==> src/rtl/dmi_host_bridge_if.sv <==
// rtl/dmi_host_bridge_if.sv - host byte streams, DMI access and core control bundle
//
// Signal groups:
//   rx_*      command byte stream, host -> bridge (tdata/tvalid/tready)
//   tx_*      response byte stream, bridge -> host (tdata/tvalid/tready)
//   dm_*      DMI register access towards the DebugModule
//   enter_debug/req_halt/req_resume/step   one-cycle control pulses to the DMI
//   halted/running/stalled                 core state reported by the DMI
// Modports: master = bridge side, slave = host shim + DebugModule side.
interface dmi_host_bridge_if;
    logic [7:0]  rx_tdata;
    logic        rx_tvalid;
    logic        rx_tready;
    logic [7:0]  tx_tdata;
    logic        tx_tvalid;
    logic        tx_tready;
    logic        dm_write;
    logic [6:0]  dm_addr;
    logic [31:0] dm_wdata;
    logic [31:0] dm_rdata;
    logic        dm_access_valid;
    logic        enter_debug;
    logic        req_halt;
    logic        req_resume;
    logic        step;
    logic        halted;
    logic        running;
    logic        stalled;

    modport master (
        input  rx_tdata, rx_tvalid, tx_tready, dm_rdata, dm_access_valid,
        input  halted, running, stalled,
        output rx_tready, tx_tdata, tx_tvalid, dm_write, dm_addr, dm_wdata,
        output enter_debug, req_halt, req_resume, step
    );

    modport slave (
        output rx_tdata, rx_tvalid, tx_tready, dm_rdata, dm_access_valid,
        output halted, running, stalled,
        input  rx_tready, tx_tdata, tx_tvalid, dm_write, dm_addr, dm_wdata,
        input  enter_debug, req_halt, req_resume, step
    );
endinterface

==> src/rtl/dmi_host_bridge.sv <==
// rtl/dmi_host_bridge.sv - byte-framed host command bridge driving the debug module interface
//
// Ports:
//   clk   clock, rising edge
//   rst   asynchronous active-high reset
//   bus   dmi_host_bridge_if.master: rx/tx byte streams, DMI access, control pulses, core state
// Frames: 01 addr -> 4 rdata bytes (LE) | 02 addr d0..d3 -> ACK | 03 halt | 04 resume
//         05 step | 06 status | 07 enter_debug | other opcodes -> NAK
module dmi_host_bridge #(
    parameter int unsigned TIMEOUT = 1024,
    parameter logic [7:0]  ACK     = 8'hA5,
    parameter logic [7:0]  NAK     = 8'hEE
) (
    input logic               clk,
    input logic               rst,
    dmi_host_bridge_if.master bus
);
    localparam int TW = $clog2(TIMEOUT + 1);
    localparam logic [TW-1:0] TIMER_LAST = TW'(TIMEOUT - 1);

    typedef enum logic [2:0] {IDLE, GET_ADDR, GET_DATA, DMI_ACC, WAIT_CORE, SEND} state_t;

    state_t        state;
    logic          is_write;
    logic          wait_running;   // WAIT_CORE target: 0 = halted, 1 = running
    logic [6:0]    addr_q;         // write address parked until the data bytes are in
    logic [1:0]    byte_cnt;
    logic [TW-1:0] timer;
    logic [31:0]   resp_q;         // response bytes, current byte in [7:0]
    logic [1:0]    tx_left;        // bytes still to send after the current one
    logic          rx_fire;
    logic          tx_fire;
    logic          core_ok;

    assign rx_fire     = bus.rx_tvalid & bus.rx_tready;
    assign tx_fire     = bus.tx_tvalid & bus.tx_tready;
    assign core_ok     = wait_running ? bus.running : bus.halted;
    assign bus.tx_tdata = resp_q[7:0];

    always_ff @(posedge clk or posedge rst) begin
        if (rst) begin
            state           <= IDLE;
            is_write        <= 1'b0;
            wait_running    <= 1'b0;
            addr_q          <= '0;
            byte_cnt        <= '0;
            timer           <= '0;
            resp_q          <= '0;
            tx_left         <= '0;
            bus.rx_tready   <= 1'b0;
            bus.tx_tvalid   <= 1'b0;
            bus.dm_write    <= 1'b0;
            bus.dm_addr     <= '0;
            bus.dm_wdata    <= '0;
            bus.enter_debug <= 1'b0;
            bus.req_halt    <= 1'b0;
            bus.req_resume  <= 1'b0;
            bus.step        <= 1'b0;
        end else begin
            // Control outputs are single-cycle pulses; only the opcode accept sets one.
            bus.enter_debug <= 1'b0;
            bus.req_halt    <= 1'b0;
            bus.req_resume  <= 1'b0;
            bus.step        <= 1'b0;

            case (state)
                IDLE: begin
                    bus.rx_tready <= 1'b1;
                    if (rx_fire) begin
                        timer <= '0;
                        case (bus.rx_tdata)
                            8'h01, 8'h02: begin
                                is_write <= (bus.rx_tdata == 8'h02);
                                state    <= GET_ADDR;
                            end
                            8'h03, 8'h04: begin
                                bus.req_halt   <= (bus.rx_tdata == 8'h03);
                                bus.req_resume <= (bus.rx_tdata == 8'h04);
                                wait_running   <= (bus.rx_tdata == 8'h04);
                                bus.rx_tready  <= 1'b0;
                                state          <= WAIT_CORE;
                            end
                            8'h05, 8'h07: begin
                                bus.step        <= (bus.rx_tdata == 8'h05);
                                bus.enter_debug <= (bus.rx_tdata == 8'h07);
                                resp_q          <= {24'h0, ACK};
                                tx_left         <= 2'd0;
                                bus.tx_tvalid   <= 1'b1;
                                bus.rx_tready   <= 1'b0;
                                state           <= SEND;
                            end
                            8'h06: begin
                                resp_q        <= {29'h0, bus.stalled, bus.running, bus.halted};
                                tx_left       <= 2'd0;
                                bus.tx_tvalid <= 1'b1;
                                bus.rx_tready <= 1'b0;
                                state         <= SEND;
                            end
                            default: begin
                                resp_q        <= {24'h0, NAK};
                                tx_left       <= 2'd0;
                                bus.tx_tvalid <= 1'b1;
                                bus.rx_tready <= 1'b0;
                                state         <= SEND;
                            end
                        endcase
                    end
                end

                GET_ADDR: begin
                    if (rx_fire) begin
                        if (is_write) begin
                            addr_q   <= bus.rx_tdata[6:0];
                            byte_cnt <= 2'd0;
                            state    <= GET_DATA;
                        end else begin
                            bus.dm_addr   <= bus.rx_tdata[6:0];
                            bus.rx_tready <= 1'b0;
                            state         <= DMI_ACC;
                        end
                    end
                end

                GET_DATA: begin
                    if (rx_fire) begin
                        bus.dm_wdata[8*byte_cnt +: 8] <= bus.rx_tdata;
                        byte_cnt <= byte_cnt + 2'd1;
                        if (byte_cnt == 2'd3) begin
                            bus.dm_addr   <= addr_q;
                            bus.dm_write  <= 1'b1;
                            bus.rx_tready <= 1'b0;
                            state         <= DMI_ACC;
                        end
                    end
                end

                DMI_ACC: begin
                    timer <= timer + 1'b1;
                    // A completion in the final timer cycle still counts as success.
                    if (bus.dm_access_valid) begin
                        bus.dm_write  <= 1'b0;
                        bus.tx_tvalid <= 1'b1;
                        state         <= SEND;
                        if (is_write) begin
                            resp_q  <= {24'h0, ACK};
                            tx_left <= 2'd0;
                        end else begin
                            resp_q  <= bus.dm_rdata;
                            tx_left <= 2'd3;
                        end
                    end else if (timer == TIMER_LAST) begin
                        bus.dm_write  <= 1'b0;
                        resp_q        <= {24'h0, NAK};
                        tx_left       <= 2'd0;
                        bus.tx_tvalid <= 1'b1;
                        state         <= SEND;
                    end
                end

                WAIT_CORE: begin
                    timer <= timer + 1'b1;
                    if (core_ok || timer == TIMER_LAST) begin
                        resp_q        <= {24'h0, core_ok ? ACK : NAK};
                        tx_left       <= 2'd0;
                        bus.tx_tvalid <= 1'b1;
                        state         <= SEND;
                    end
                end

                SEND: begin
                    if (tx_fire) begin
                        if (tx_left == 2'd0) begin
                            bus.tx_tvalid <= 1'b0;
                            bus.rx_tready <= 1'b1;
                            state         <= IDLE;
                        end else begin
                            resp_q  <= {8'h0, resp_q[31:8]};
                            tx_left <= tx_left - 2'd1;
                        end
                    end
                end

                default: state <= IDLE;
            endcase
        end
    end
endmodule
==> src/flat_wrapper.sv <==
// flat-port wrapper written by rule: the top's interface ports become plain ports
module dmi_host_bridge_flat 
#(
    parameter int unsigned TIMEOUT = 1024,
    parameter logic [7:0]  ACK     = 8'hA5,
    parameter logic [7:0]  NAK     = 8'hEE
)
  (clk, rst, bus_rx_tdata, bus_rx_tvalid, bus_tx_tready, bus_dm_rdata, bus_dm_access_valid, bus_halted, bus_running, bus_stalled, bus_rx_tready, bus_tx_tdata, bus_tx_tvalid, bus_dm_write, bus_dm_addr, bus_dm_wdata, bus_enter_debug, bus_req_halt, bus_req_resume, bus_step);
  dmi_host_bridge_if bus_i ();
  input logic clk;
  input logic rst;
  input wire logic [$bits(bus_i.rx_tdata)-1:0] bus_rx_tdata;
  input wire logic [$bits(bus_i.rx_tvalid)-1:0] bus_rx_tvalid;
  input wire logic [$bits(bus_i.tx_tready)-1:0] bus_tx_tready;
  input wire logic [$bits(bus_i.dm_rdata)-1:0] bus_dm_rdata;
  input wire logic [$bits(bus_i.dm_access_valid)-1:0] bus_dm_access_valid;
  input wire logic [$bits(bus_i.halted)-1:0] bus_halted;
  input wire logic [$bits(bus_i.running)-1:0] bus_running;
  input wire logic [$bits(bus_i.stalled)-1:0] bus_stalled;
  output wire logic [$bits(bus_i.rx_tready)-1:0] bus_rx_tready;
  output wire logic [$bits(bus_i.tx_tdata)-1:0] bus_tx_tdata;
  output wire logic [$bits(bus_i.tx_tvalid)-1:0] bus_tx_tvalid;
  output wire logic [$bits(bus_i.dm_write)-1:0] bus_dm_write;
  output wire logic [$bits(bus_i.dm_addr)-1:0] bus_dm_addr;
  output wire logic [$bits(bus_i.dm_wdata)-1:0] bus_dm_wdata;
  output wire logic [$bits(bus_i.enter_debug)-1:0] bus_enter_debug;
  output wire logic [$bits(bus_i.req_halt)-1:0] bus_req_halt;
  output wire logic [$bits(bus_i.req_resume)-1:0] bus_req_resume;
  output wire logic [$bits(bus_i.step)-1:0] bus_step;
  assign bus_i.rx_tdata = bus_rx_tdata;
  assign bus_i.rx_tvalid = bus_rx_tvalid;
  assign bus_i.tx_tready = bus_tx_tready;
  assign bus_i.dm_rdata = bus_dm_rdata;
  assign bus_i.dm_access_valid = bus_dm_access_valid;
  assign bus_i.halted = bus_halted;
  assign bus_i.running = bus_running;
  assign bus_i.stalled = bus_stalled;
  assign bus_rx_tready = bus_i.rx_tready;
  assign bus_tx_tdata = bus_i.tx_tdata;
  assign bus_tx_tvalid = bus_i.tx_tvalid;
  assign bus_dm_write = bus_i.dm_write;
  assign bus_dm_addr = bus_i.dm_addr;
  assign bus_dm_wdata = bus_i.dm_wdata;
  assign bus_enter_debug = bus_i.enter_debug;
  assign bus_req_halt = bus_i.req_halt;
  assign bus_req_resume = bus_i.req_resume;
  assign bus_step = bus_i.step;
  dmi_host_bridge #(.TIMEOUT(TIMEOUT), .ACK(ACK), .NAK(NAK)) u_core (.clk(clk), .rst(rst), .bus(bus_i));
endmodule
==> config.mk <==
export PLATFORM = sky130hd
export DESIGN_NAME = dmi_host_bridge_flat
export DESIGN_NICKNAME = d
export VERILOG_FILES = /design/src/rtl/dmi_host_bridge_if.sv /design/src/rtl/dmi_host_bridge.sv /design/src/flat_wrapper.sv
export SDC_FILE = /design/constraint.sdc
export NUM_CORES = 1
export LEC_CHECK = 0
export BUFFER_PORTS_ARGS = -buffer_cell sky130_fd_sc_hd__buf_2
export CAP_MARGIN = 20
export CORE_ASPECT_RATIO = 1.75
export CORE_MARGIN = 1
export CORE_UTILIZATION = 48
export DETAILED_ROUTE_END_ITERATION = 6
export PLACE_DENSITY = 0.73
export REMOVE_ABC_BUFFERS = 1
export SYNTH_ARGS = -nofsm -noshare
export SYNTH_HDL_FRONTEND = slang
export SYNTH_SLANG_ARGS = --single-unit
==> constraint.sdc <==
create_clock -name clk -period 3.2 [get_ports clk]
set_input_delay 0.48 -clock clk [delete_from_list [all_inputs] [get_ports clk]]
set_output_delay 0.48 -clock clk [all_outputs]
set_load 0.03 [all_outputs]
=== Yosys cells after proc, flatten, opt, wreduce, memory -nomap -nowiden ===
Index checks and enable logic that the tools add are counted.

* Register bits after elaboration: 105
* Output and inout port bits: 54
* Word-level logic and storage cells: 154

* Add/subtract/negate cells: 4
* Equal/unequal tests: 26
* Shifts and indexed selects: 2
* Mux-type cells: 78
* Bitwise gates (word level): 2
* Reductions and logical operators: 25

{| class="wikitable"
|+ Operator list
! kind !! number
|-
| $mux 32 || 7
|-
| $pmux 32 s4 || 1
|-
| $pmux 32 s3 || 1
|-
| $mux 7 || 5
|-
| $neg 5->34 || 1
|-
| $shift 8x34->32 const A || 1
|-
| $shiftx 8x34->32 || 1
|-
| $mux 1 || 33
|-
| $bwmux 32 || 1
|-
| $eq 8x3->1 const B || 4
|-
| $mux 3 || 9
|-
| $mux 2 || 11
|-
| $pmux 11 s2 || 1
|-
| $reduce_and 7->1 || 3
|-
| $pmux 3 s6 || 1
|-
| $eq 8x2->1 const B || 2
|-
| $ne 2x1->1 const B || 8
|-
| $pmux 7 s2 || 1
|-
| $add 11x1->11 const B || 1
|-
| $eq 11x10->1 const B || 1
|-
| $mux 11 || 1
|-
| $reduce_and 3->1 || 3
|-
| $eq 8x1->1 const B || 1
|-
| $pmux 1 s4 || 2
|-
| other kinds (24) || 37
|}

=== Logic depth before layout (Yosys ltp) ===
* Depth in word-level cells: 5
* Depth in mapped cells: 8
* Gate-level depth less buffers: 7

=== Least setup slack after synthesis ===
No wires, ideal clock.

* Path type: input to register
* Start: in bus_rx_tdata[0]
* End: reg u_core.resp_q[10]
* Data arrival time: 1.970 ns
* Setup slack: 1.105 ns
* Stages: 7
* Buffers on the path: 2
* Cell sequence: buf_2 > or3_1 > nand4_1 > nand2_2 > a21oi_4 > buf_12 > mux2_4

* Word-level cells in the longest chain between the ends: 4

{| class="wikitable"
|+ RTL lines
! element !! RTL line !! source
|-
| from (decl) || flat_wrapper.sv:12 || <nowiki>input wire logic [$bits(bus_i.rx_tdata)-1:0] bus_rx_tdata;</nowiki>
|-
| $eq 8x1->1, or another cell as far along || dmi_host_bridge.sv:71 || <nowiki>case (bus.rx_tdata)</nowiki>
|-
| $reduce_or 4->1 (no source line) * || -- ||
|-
| $ne 2x2->1 (no source line) * || -- ||
|-
| $reduce_and 7->1 (no source line) * || -- ||
|-
| to (signal assigned) || dmi_host_bridge.sv:86 || <nowiki>resp_q <= {24'h0, ACK};</nowiki>
|-
| to (signal assigned) || dmi_host_bridge.sv:93 || <nowiki>resp_q <= {29'h0, bus.stalled, bus.running, bus.halted};</nowiki>
|-
| to (signal assigned) || dmi_host_bridge.sv:100 || <nowiki>resp_q <= {24'h0, NAK};</nowiki>
|-
| to (decl) || dmi_host_bridge.sv:29 || <nowiki>logic [31:0] resp_q;</nowiki>
|}

Mark *: on every way between the ends. The rest lies on a longest branch, timed or not.
A chain may end at the register's enable or synchronous reset.

=== Worst setup path after layout ===
* Start: reg u_core.state[1]
* End: reg u_core.bus.dm_wdata[28]

* Word-level cells in the longest chain between the ends: 2

{| class="wikitable"
|+ RTL lines
! element !! RTL line !! source
|-
| from (decl) || dmi_host_bridge.sv:23 || <nowiki>state_t state;</nowiki>
|-
| from (signal assigned) || dmi_host_bridge.sv:42 || <nowiki>state <= IDLE;</nowiki>
|-
| from (signal assigned) || dmi_host_bridge.sv:74 || <nowiki>state <= GET_ADDR;</nowiki>
|-
| from (signal assigned) || dmi_host_bridge.sv:81 || <nowiki>state <= WAIT_CORE;</nowiki>
|-
| $eq 3x2->1 || dmi_host_bridge.sv:66 || <nowiki>case (state)</nowiki>
|-
| $reduce_and 2->1 (no source line) || -- ||
|-
| to (signal, indexed assignment) || dmi_host_bridge.sv:126 || <nowiki>bus.dm_wdata[8*byte_cnt +: 8] <= bus.rx_tdata;</nowiki>
|-
| to (decl) || dmi_host_bridge_if.sv:33 || <nowiki>output rx_tready, tx_tdata, tx_tvalid, dm_write, dm_addr, dm_wdata,</nowiki>
|}

No other way between the ends.

==> impl_metrics.env <==
export IMPL_status="completed"
export IMPL_fin_area_sq_um=6180
export IMPL_worst_slew_pin_slew_ns=0.915
export IMPL_die_area_sq_um=11600
export IMPL_cpMostUsedCell="nand2_1"
export IMPL_setup_reg_to_reg_worst_slack_ns=0.62
export IMPL_p_leak_nw=2.90
export IMPL_drtPass1Iterations=5
export IMPL_cts_tree="done"
export IMPL_post_cts_buffers=0
export IMPL_peakVddDrop_uv=459
export IMPL_route_detailed_wl_per_inst_microns=16.3
export IMPL_diodes=0
export IMPL_grt_ovfl_total=0
export IMPL_hpwl_microns=8710
export IMPL_fin_nets=661
export IMPL_slew_limit_headroom_pct=38.8
export IMPL_report_final_setup_viol=0
export IMPL_grt_pass1_wl_microns=19800
export IMPL_core_sq_um=10800
export IMPL_initial_core_util_pct=49.8
export IMPL_period_share_pct=80.7
export IMPL_drv_slew=0
export IMPL_critPathRequiredTime_ns=3.41
export IMPL_ctsRootBufferMaster="clkbuf_16"
export IMPL_cts_buffers=9
export IMPL_placed_area_sq_um=5850
export IMPL_pin_count=102
export IMPL_clk_path_buf_depth=2
export IMPL_antenna_found_initial=0
export IMPL_synth_seq_cells=105
export IMPL_cellPowerDensity_nw_per_um2=793
export IMPL_tns_ns=0
export IMPL_grt_pass1_vias=4121
export IMPL_critPathMaxStageDelay_ns=0.79
export IMPL_rows=50
export IMPL_async_flop_share_pct=100
export IMPL_crit_arrival_ns=2.79
export IMPL_rsz0062_at_grt="no"
export IMPL_crit_path_start_kind="flop"
export IMPL_hold_path_class="in2async"
export IMPL_slowest_stage="dfrtp_1"
export IMPL_die_w_microns=81.9
export IMPL_die_h_microns=142
export IMPL_grt_max_degree=80
export IMPL_r2r_end="u_core.bus.dm_wdata[28]"
export IMPL_finClkSkew_ns=0.00755
export IMPL_synth_seq_area_share_pct=49.1
export IMPL_worstSkewPairLatency_ns=0.35
export IMPL_gp_congestion=0.864
export IMPL_crit_chain="nor3b_2, buf_4, nor2b_1, nand2_1, nand2_1, o21ai_0"
export IMPL_synth_edf_count=0
export IMPL_post_cts_resized=0
export IMPL_max_cap_viol_count=0
export IMPL_vias_per_cell=5.63
export IMPL_drive_gt1_share_pct=28.2
export IMPL_worstSetupPathType="reg2reg"
export IMPL_route_detailed_drc=0
export IMPL_ant_nets=0
export IMPL_synth_area_sq_um=5360
export IMPL_drt_iter0_drc=277
export IMPL_htree_num_levels=3
export IMPL_yosysWarnings=0
export IMPL_cts_hold_buf=0
export IMPL_reg2reg_from="u_core.state[1]"
export IMPL_avgSynthCellArea_sq_um=10.2
export IMPL_synth_ff_type="dfrtp_1"
export IMPL_synth_cell_types=65
export IMPL_areaGrowthSynthToFinish_pct=15.4
export IMPL_crit_path_max_fanout=21
export IMPL_vias=4167
export IMPL_max_freq_ghz=0.387
export IMPL_path_clk_slew_ns=0.07
export IMPL_layout_min_cycle_time_ns=2.58
export IMPL_synthCells=524
export IMPL_hold_viol=0
export IMPL_io_buffers=101
export IMPL_endpoint_kind="flop"
export IMPL_reg2reg_depth=6
export IMPL_routed_wl_microns=12100
export IMPL_grt_usage_pct=22.4
export IMPL_cts_num_sinks=105
## metal layers
| layer | track usage, % | vias to the layer above | part of all wire (%) | routed length [microns] |
|---|---|---|---|---|
| met3 | 4.12 | 28 | 3.9 | 471 |
| met4 | 9.79 | 0 | 3.3 | 398 |
| met5 | 0 | - | 0 | 0 |
| met2 | 38.8 | 107 | 53 | 6410 |
| met1 | 26.2 | 2031 | 40 | 4810 |
| li1 | - | 2001 | - | - |
## through the flow
stage	worst slack [ns]	hold WS (ns)	utilization, %	cells	total power, mW
after global routing	0.326	0.0487	57.4	740	5.21
final	0.619	0.0428	57.4	740	4.90
after CTS	0.649	0.346	57.2	739	4.93
after global placement	0.709	0.456	54.3	723	3.74
after floorplan	-0.0405	0.474	-	485	3.25
after detailed placement	0.647	0.470	54.3	723	3.80
## logic make-up after synthesis
group | after synthesis | synth area share [%]
and+or+nand+nor | 176 | 16.2
AOI/OAI and AO/OA | 136 | 16.9
DFF | 105 | 49.1
buffers and inverters | 51 | 5.16
muxes | 41 | 9.67
adders and majority gates | 8 | 1.87
xor gates and xnor gates | 7 | 1.14
## report_power, final
part / total (mW) / leakage (nW) / switching, mW / internal, mW
logic: 1.95 / 1.38 / 1.19 / 0.759
clock network: 1.11 / 0.144 / 0.501 / 0.613
registers: 1.84 / 1.38 / 0.261 / 1.58
total: 4.90 / 2.90 / 1.95 / 2.95
## cells in the final DEF (no fill, tap or decap), drive strengths merged, types with 8 or more instances in the layout
cell type,n
buf,109
dfrtp,105
nand2,90
o21ai,53
mux2,32
nor2,29
a22o,27
a21oi,27
inv,13
mux2i,9
clkbuf,9
nor3,9
nand3,8
ha,8
## registers in the layout (all words and copies together) (netlist names), 2 cells and up
signal	flops
u_core.byte_cnt	2
u_core.bus.dm_wdata	32
u_core.bus.dm_addr	7
u_core.resp_q	32
u_core.timer	11
u_core.addr_q	7
u_core.state	3
u_core.tx_left	2
## cells in the mapped netlist (5+ instances only)
cell type	number	area (sq um)
mux2_2	14	158
dfrtp_1	105	2630
clkbuf_1	14	52.6
buf_4	10	75.1
a21oi_1	25	125
nand2_1	89	334
mux2i_1	9	90.1
nor2b_1	5	31.3
a22o_1	27	236
mux2_4	18	270
nand3_1	8	40.0
ha_1	8	100
nor2_1	27	101
o21ai_0	49	245
o31ai_1	5	37.5
nor3_1	8	40.0
buf_2	12	60.1
inv_1	12	45.0
## worst max path at each step
stage	cells after the start	slack, ns	start	to
floorplan	1	-0.04	rst	u_core.addr_q[0]
global placement	6	0.71	u_core.state[1]	u_core.bus.dm_wdata[8]
detailed placement	6	0.65	u_core.state[1]	u_core.bus.dm_wdata[28]
CTS	6	0.65	u_core.state[1]	u_core.bus.dm_wdata[28]
global route	6	0.33	u_core.state[1]	u_core.bus.dm_wdata[21]
finish	6	0.62	u_core.state[1]	u_core.bus.dm_wdata[28]
## worst max-delay path, delay by kind of cell, from the launching register on
family          cells  cell delay [ns]
compound gates      1             0.09
flops               1             0.79
buf+inv             1             0.23
simple gates        4             1.34
## layout make-up
class | count | area (sq um)
Clock buffer | 9 | 225
Sequential cell | 105 | 2630
Clock inverter | 7 | 78.8
Timing Repair Buffer | 109 | 586
Fill cell | 944 | 4580
Inverter | 12 | 47.5
Multi-Input combinational cell | 368 | 2450
Tap cell | 130 | 163
Note: power is estimated with default switching activity, not from simulation.
